`src/rtl/battle_sequencer.sv`:
```
// Turn-based battle controller: HP, cursor, turn order, enemy/end delays, XP award and run handshake.
module battle_sequencer #(
    parameter int unsigned PLAYER_DAMAGE = 20,
    parameter int unsigned ENEMY_DAMAGE  = 10,
    parameter int unsigned PLAYER_MAX_HP = 100,
    parameter int unsigned ENEMY_MAX_HP  = 100,
    parameter int unsigned ENEMY_DELAY   = 20,
    parameter int unsigned END_DELAY     = 15,
    parameter int unsigned XP_GAIN       = 50
) (
    input  logic        clk_in,
    input  logic        rst_n_in,
    input  logic        start,
    input  logic        frame_tick,
    input  logic        left_in,
    input  logic        right_in,
    input  logic        up_in,
    input  logic        down_in,
    input  logic        select,
    input  logic [7:0]  health_in,
    input  logic [7:0]  xp_in,
    output logic [7:0]  health_out,
    output logic [7:0]  enemy_health,
    output logic [10:0] player_bar_change,
    output logic [10:0] enemy_bar_change,
    output logic        arrow_col,
    output logic        arrow_row,
    output logic [7:0]  xp_out,
    output logic        run,
    output logic        win,
    output logic [2:0]  state_out
);

    localparam int unsigned HP_W  = 8;
    localparam int unsigned BAR_W = 11;
    localparam int unsigned CNT_W = 8;

    localparam logic [HP_W-1:0]  P_DMG   = HP_W'(PLAYER_DAMAGE);
    localparam logic [HP_W-1:0]  E_DMG   = HP_W'(ENEMY_DAMAGE);
    localparam logic [HP_W-1:0]  P_MAX   = HP_W'(PLAYER_MAX_HP);
    localparam logic [HP_W-1:0]  E_MAX   = HP_W'(ENEMY_MAX_HP);
    localparam logic [CNT_W-1:0] E_DLY   = CNT_W'(ENEMY_DELAY);
    localparam logic [CNT_W-1:0] END_DLY = CNT_W'(END_DELAY);
    localparam logic [BAR_W-1:0] P_BAR   = BAR_W'(PLAYER_DAMAGE / 2);
    localparam logic [BAR_W-1:0] E_BAR   = BAR_W'(ENEMY_DAMAGE / 2);
    localparam logic [HP_W:0]    XP_ADD  = (HP_W + 1)'(XP_GAIN);

    typedef enum logic [2:0] {
        IDLE     = 3'd0,
        MENU     = 3'd1,
        P_ATK    = 3'd2,
        E_WAIT   = 3'd3,
        END_WAIT = 3'd4,
        EXIT     = 3'd5
    } state_t;

    state_t             state_q, state_d;
    logic [CNT_W-1:0]   cnt_q, cnt_d;
    logic               sel_q, sel_d;
    logic [HP_W-1:0]    health_d, enemy_d, xp_d;
    logic [BAR_W-1:0]   pbar_d, ebar_d;
    logic               col_d, row_d, run_d, win_d;

    logic               select_rise;
    logic [HP_W-1:0]    enemy_sub, player_sub, xp_win;
    logic [HP_W:0]      xp_sum;

    // Saturating HP/XP arithmetic and select edge detect against the last tick's sample
    always_comb begin
        select_rise = select & ~sel_q;
        enemy_sub   = (enemy_health > P_DMG) ? (enemy_health - P_DMG) : '0;
        player_sub  = (health_out > E_DMG) ? (health_out - E_DMG) : '0;
        xp_sum      = {1'b0, xp_in} + XP_ADD;
        xp_win      = xp_sum[HP_W] ? '1 : xp_sum[HP_W-1:0];
    end

    // State register and all game-state registers
    always_ff @(posedge clk_in or negedge rst_n_in) begin
        if (!rst_n_in) begin
            state_q           <= IDLE;
            cnt_q             <= '0;
            sel_q             <= 1'b0;
            health_out        <= '0;
            enemy_health      <= '0;
            player_bar_change <= '0;
            enemy_bar_change  <= '0;
            arrow_col         <= 1'b0;
            arrow_row         <= 1'b0;
            xp_out            <= '0;
            run               <= 1'b0;
            win               <= 1'b0;
        end else begin
            state_q           <= state_d;
            cnt_q             <= cnt_d;
            sel_q             <= sel_d;
            health_out        <= health_d;
            enemy_health      <= enemy_d;
            player_bar_change <= pbar_d;
            enemy_bar_change  <= ebar_d;
            arrow_col         <= col_d;
            arrow_row         <= row_d;
            xp_out            <= xp_d;
            run               <= run_d;
            win               <= win_d;
        end
    end

    // Next-state and game-state update; abort on start low overrides everything
    always_comb begin
        state_d  = state_q;
        cnt_d    = cnt_q;
        sel_d    = sel_q;
        health_d = health_out;
        enemy_d  = enemy_health;
        pbar_d   = player_bar_change;
        ebar_d   = enemy_bar_change;
        col_d    = arrow_col;
        row_d    = arrow_row;
        xp_d     = xp_out;
        run_d    = run;
        win_d    = win;

        if (frame_tick) begin
            sel_d = select;
        end

        if (state_q != IDLE && !start) begin
            state_d = IDLE;
        end else begin
            case (state_q)
                IDLE: begin
                    if (start) begin
                        health_d = (health_in == '0) ? P_MAX : health_in;
                        enemy_d  = E_MAX;
                        pbar_d   = '0;
                        ebar_d   = '0;
                        col_d    = 1'b0;
                        row_d    = 1'b0;
                        xp_d     = xp_in;
                        run_d    = 1'b0;
                        win_d    = 1'b0;
                        state_d  = MENU;
                    end
                end
                MENU: begin
                    if (frame_tick) begin
                        if (left_in)       col_d = 1'b0;
                        else if (right_in) col_d = 1'b1;
                        if (up_in)         row_d = 1'b0;
                        else if (down_in)  row_d = 1'b1;
                        if (select_rise) begin
                            if (!arrow_col && !arrow_row) begin
                                state_d = P_ATK;
                            end else if (arrow_col && arrow_row) begin
                                xp_d    = xp_in;
                                win_d   = 1'b0;
                                run_d   = 1'b1;
                                state_d = EXIT;
                            end
                        end
                    end
                end
                P_ATK: begin
                    if (frame_tick) begin
                        enemy_d = enemy_sub;
                        ebar_d  = enemy_bar_change + P_BAR;
                        if (enemy_sub == '0) begin
                            win_d   = 1'b1;
                            state_d = END_WAIT;
                        end else begin
                            state_d = E_WAIT;
                        end
                    end
                end
                E_WAIT: begin
                    if (frame_tick) begin
                        if (cnt_q == E_DLY) begin
                            health_d = player_sub;
                            pbar_d   = player_bar_change + E_BAR;
                            if (player_sub == '0) begin
                                win_d   = 1'b0;
                                state_d = END_WAIT;
                            end else begin
                                state_d = MENU;
                            end
                        end else begin
                            cnt_d = cnt_q + CNT_W'(1);
                        end
                    end
                end
                END_WAIT: begin
                    if (frame_tick) begin
                        if (cnt_q == END_DLY) begin
                            xp_d    = win ? xp_win : xp_in;
                            run_d   = 1'b1;
                            state_d = EXIT;
                        end else begin
                            cnt_d = cnt_q + CNT_W'(1);
                        end
                    end
                end
                EXIT: begin
                    state_d = EXIT;
                end
                default: begin
                    state_d = IDLE;
                end
            endcase
        end

        if (state_d != state_q) begin
            cnt_d = '0;
        end
    end

    assign state_out = state_q;

endmodule

```
`config.mk`:
```
export PLATFORM = sky130hd
export DESIGN_NAME = battle_sequencer
export DESIGN_NICKNAME = d
export VERILOG_FILES = /design/src/rtl/battle_sequencer.sv
export SDC_FILE = /design/constraint.sdc
export NUM_CORES = 1
export LEC_CHECK = 0
export BUFFER_PORTS_ARGS = -buffer_cell sky130_fd_sc_hd__clkbuf_2
export CAP_MARGIN = 15
export CORE_MARGIN = 1
export CORE_UTILIZATION = 30
export DETAILED_ROUTE_END_ITERATION = 6
export SYNTH_ARGS = -nofsm -noshare
export SYNTH_HDL_FRONTEND = slang
export SYNTH_SLANG_ARGS = --single-unit
export TNS_END_PERCENT = 10
```
`constraint.sdc`:
```
create_clock -name clk_in -period 5 [get_ports clk_in]
set_clock_uncertainty 0.05 [all_clocks]
set_input_delay 1.25 -clock clk_in [delete_from_list [all_inputs] [get_ports clk_in]]
set_output_delay 1.25 -clock clk_in [all_outputs]
set_load 0.01 [all_outputs]
```
==> impl_metrics.toml <==
[synth]
synth_top_area_frac = 0.407
syn_nets = 461
synthCells = 428
synth_area_leaders = "dfrtp_1 (41%), nor2_1 (5.0%), o21ai_0 (4.0%)"
syn_avg_cell_area_sq_um = 8.75
synth_warnings = 0
synth.most_common_cell = "dfrtp_1"
synth_edf_count = 0
syn_area_sq_um = 3750
synthFlopType = "dfrtp_1"
synth.distinct_cells = 63
yosys-top-cells-count = "dfrtp_1 (61), nor2_1 (50), nand2_1 (35), o21ai_0 (30), a21oi_1 (24)"
synth_seq_cells = 61
async_flop_share = 1.00
yosysTopAreaCell = "dfrtp_1"
ys_seq_area_frac = 0.407

[placed_design]
io_buffers = 76
dp_hpwl_mm = 7.27
place_inst = 660
gp_congestion = 0.850
postPlaceCellArea_sq_um = 4300

[finish]
nets = 536
n_antenna_cell = 0
final_cells = 676
area_delta_synth_final_pct = 22.8
finalInstanceArea_sq_um = 4600
final_util = 0.380
layout-drive-gt1-share = 0.219

[power]
power_density_nw_per_um2 = 457
peakVddDrop_mv = 0.175
leakage_nw = 2.05
total_power_mw = 2.10

[cts]
clock_sinks = 61
clock_path_buffers = 2
cts_resized = 0
clk_latency_ns = 0.33
ctsHoldBuffers = 0
path_clk_slew_ns = 0.06
htreeDepth = 3
numCtsBuffers = 9
post_cts_buffers = 0
cts_tree = "done"
cts_root_buffer = "clkbuf_16"

[drt]
first_pass_iters = 4
wl_per_cell_um = 14.7
num_vias = 3519
drc = 0
wl_mm = 9.91
first_iter_violations = 270
antenna_left = 0
via_per_inst = 5.21

[critical_path]
crit_required_ns = 5.13
r2r_start = "state_out[1]"
cp_data_arrival_time_ns = 3.15
crit_fanout = 11
cp-startpoint = "frame_tick"
endpoint_kind = "flip-flop"
start_kind = "input pin"
crit_type = "input pin to flip-flop"

[global_routing]
grt_usage = 0.160
met1_usage = 0.219
top_usage_layer = "met2"
grt.overflow.total = 0
grt_max_degree = 39
use_met3 = 0.0313
grt_pass1_vias = 3403
antenna_found_initial = 0
met2_usage = 0.247
grt_pass1_wl_mm = 16.4

[die]
rows = 40
die-area_sq_um = 12900
coreArea_sq_um = 12100
floorplan.initialDensity = 0.309
ios = 78
die_w_um = 114
die_y_um = 114

[sta]
fin_crit_sh = 0.605
tightestPinTransition_ns = 0.986
finalSetupTns_ns = 0
final_max_slew_viol_count = 0
period_minus_slack_ns = 3.03
setup_violations = 0
relSlewSlack = 0.343
rsz0062_at_grt = "no"
hold_viol = 0
max_freq_mhz = 330

[worst_hold_path]
hp-class = "flip-flop to flip-flop"
min_from = "run"

[status]
outcome = "finished, final reports clean"

[run]
drv_cap = 0
## final cells by class
class / count / area (sq um)
flip-flops and latches: 61 / 1530
fillers: 1254 / 7510
well taps: 168 / 210
multi-input cells: 329 / 2070
repair buffers: 80 / 410
inverters: 22 / 82.6
clock buffers: 9 / 225
clock inverters: 7 / 73.8
## cells in the final DEF, fill, tap and decap left out, types with 7 or more instances in the layout
cell type,synthesis,layout
nor3_1,15,14
nand2_1,35,35
and3_1,7,7
clkbuf_16,0,9
a21oi_1,24,24
nor2_1,50,50
xnor2_1,12,12
inv_1,22,22
nand3_1,14,14
xor2_1,11,11
nand2b_1,7,7
o21ai_0,30,30
clkbuf_2,2,76
ha_1,8,8
or3_1,10,10
nor4_1,7,7
dfrtp_1,61,61
a211oi_1,9,9
## final timing paths
check / slack, ns / cells past startpoint / endpoint
max in group asynchronous: 2.98 / 2 / enemy_bar_change[2]
min in group asynchronous: 1.03 / 1 / health_out[6]
hold / removal: 0.46 / 2 / run
hold reg to reg: 0.46 / 2 / run
setup reg to reg: 2.13 / 6 / cnt_q[1]
setup / recovery: 1.97 / 6 / cnt_q[1]
## critical path: stages
cell,delay [ns]
clkbuf_2,0.19
nor4b_2,0.44
nand2_1,0.21
or3_1,0.47
o2111ai_2,0.42
a221oi_1,0.17
## state kept, by name, summed over array words and instances (netlist names)
register / count
health_out: 8
state_out: 3
arrow_col: 1
win: 1
run: 1
cnt_q: 8
xp_out: 8
player_bar_change: 11
enemy_bar_change: 10
enemy_health: 8
arrow_row: 1
sel_q: 1
## power by group
group          internal [mW]  switching (mW)
registers              0.598           0.153
logic                  0.289           0.438
clock network          0.388           0.234
total                   1.27           0.825
## kinds of logic after synthesis
kind of cell / count (synthesis) / synth area share
compound gates: 113 / 0.203
xor+xnor: 23 / 0.0538
fa+ha+maj: 8 / 0.0267
other cells: 1 / 0.00100
simple gates: 178 / 0.249
mux: 6 / 0.0180
flops: 61 / 0.407
buf+inv: 38 / 0.0411
## layer usage
metal	vias up	part of all wire
li1	1707	-
met1	1682	0.47
met2	117	0.46
met3	13	0.052
met4	0	0.020
met5	-	0
## stage by stage
stage	setup slack (ns)	hold slack, ns
2_1_floorplan	2.14	0.463
3_3_place_gp	1.73	0.437
3_5_place_dp	1.66	0.441
4_1_cts	1.99	0.455
5_1_grt	1.84	0.483
6_report	1.97	0.456
No activity file was read; power rests on OpenSTA's default activity.
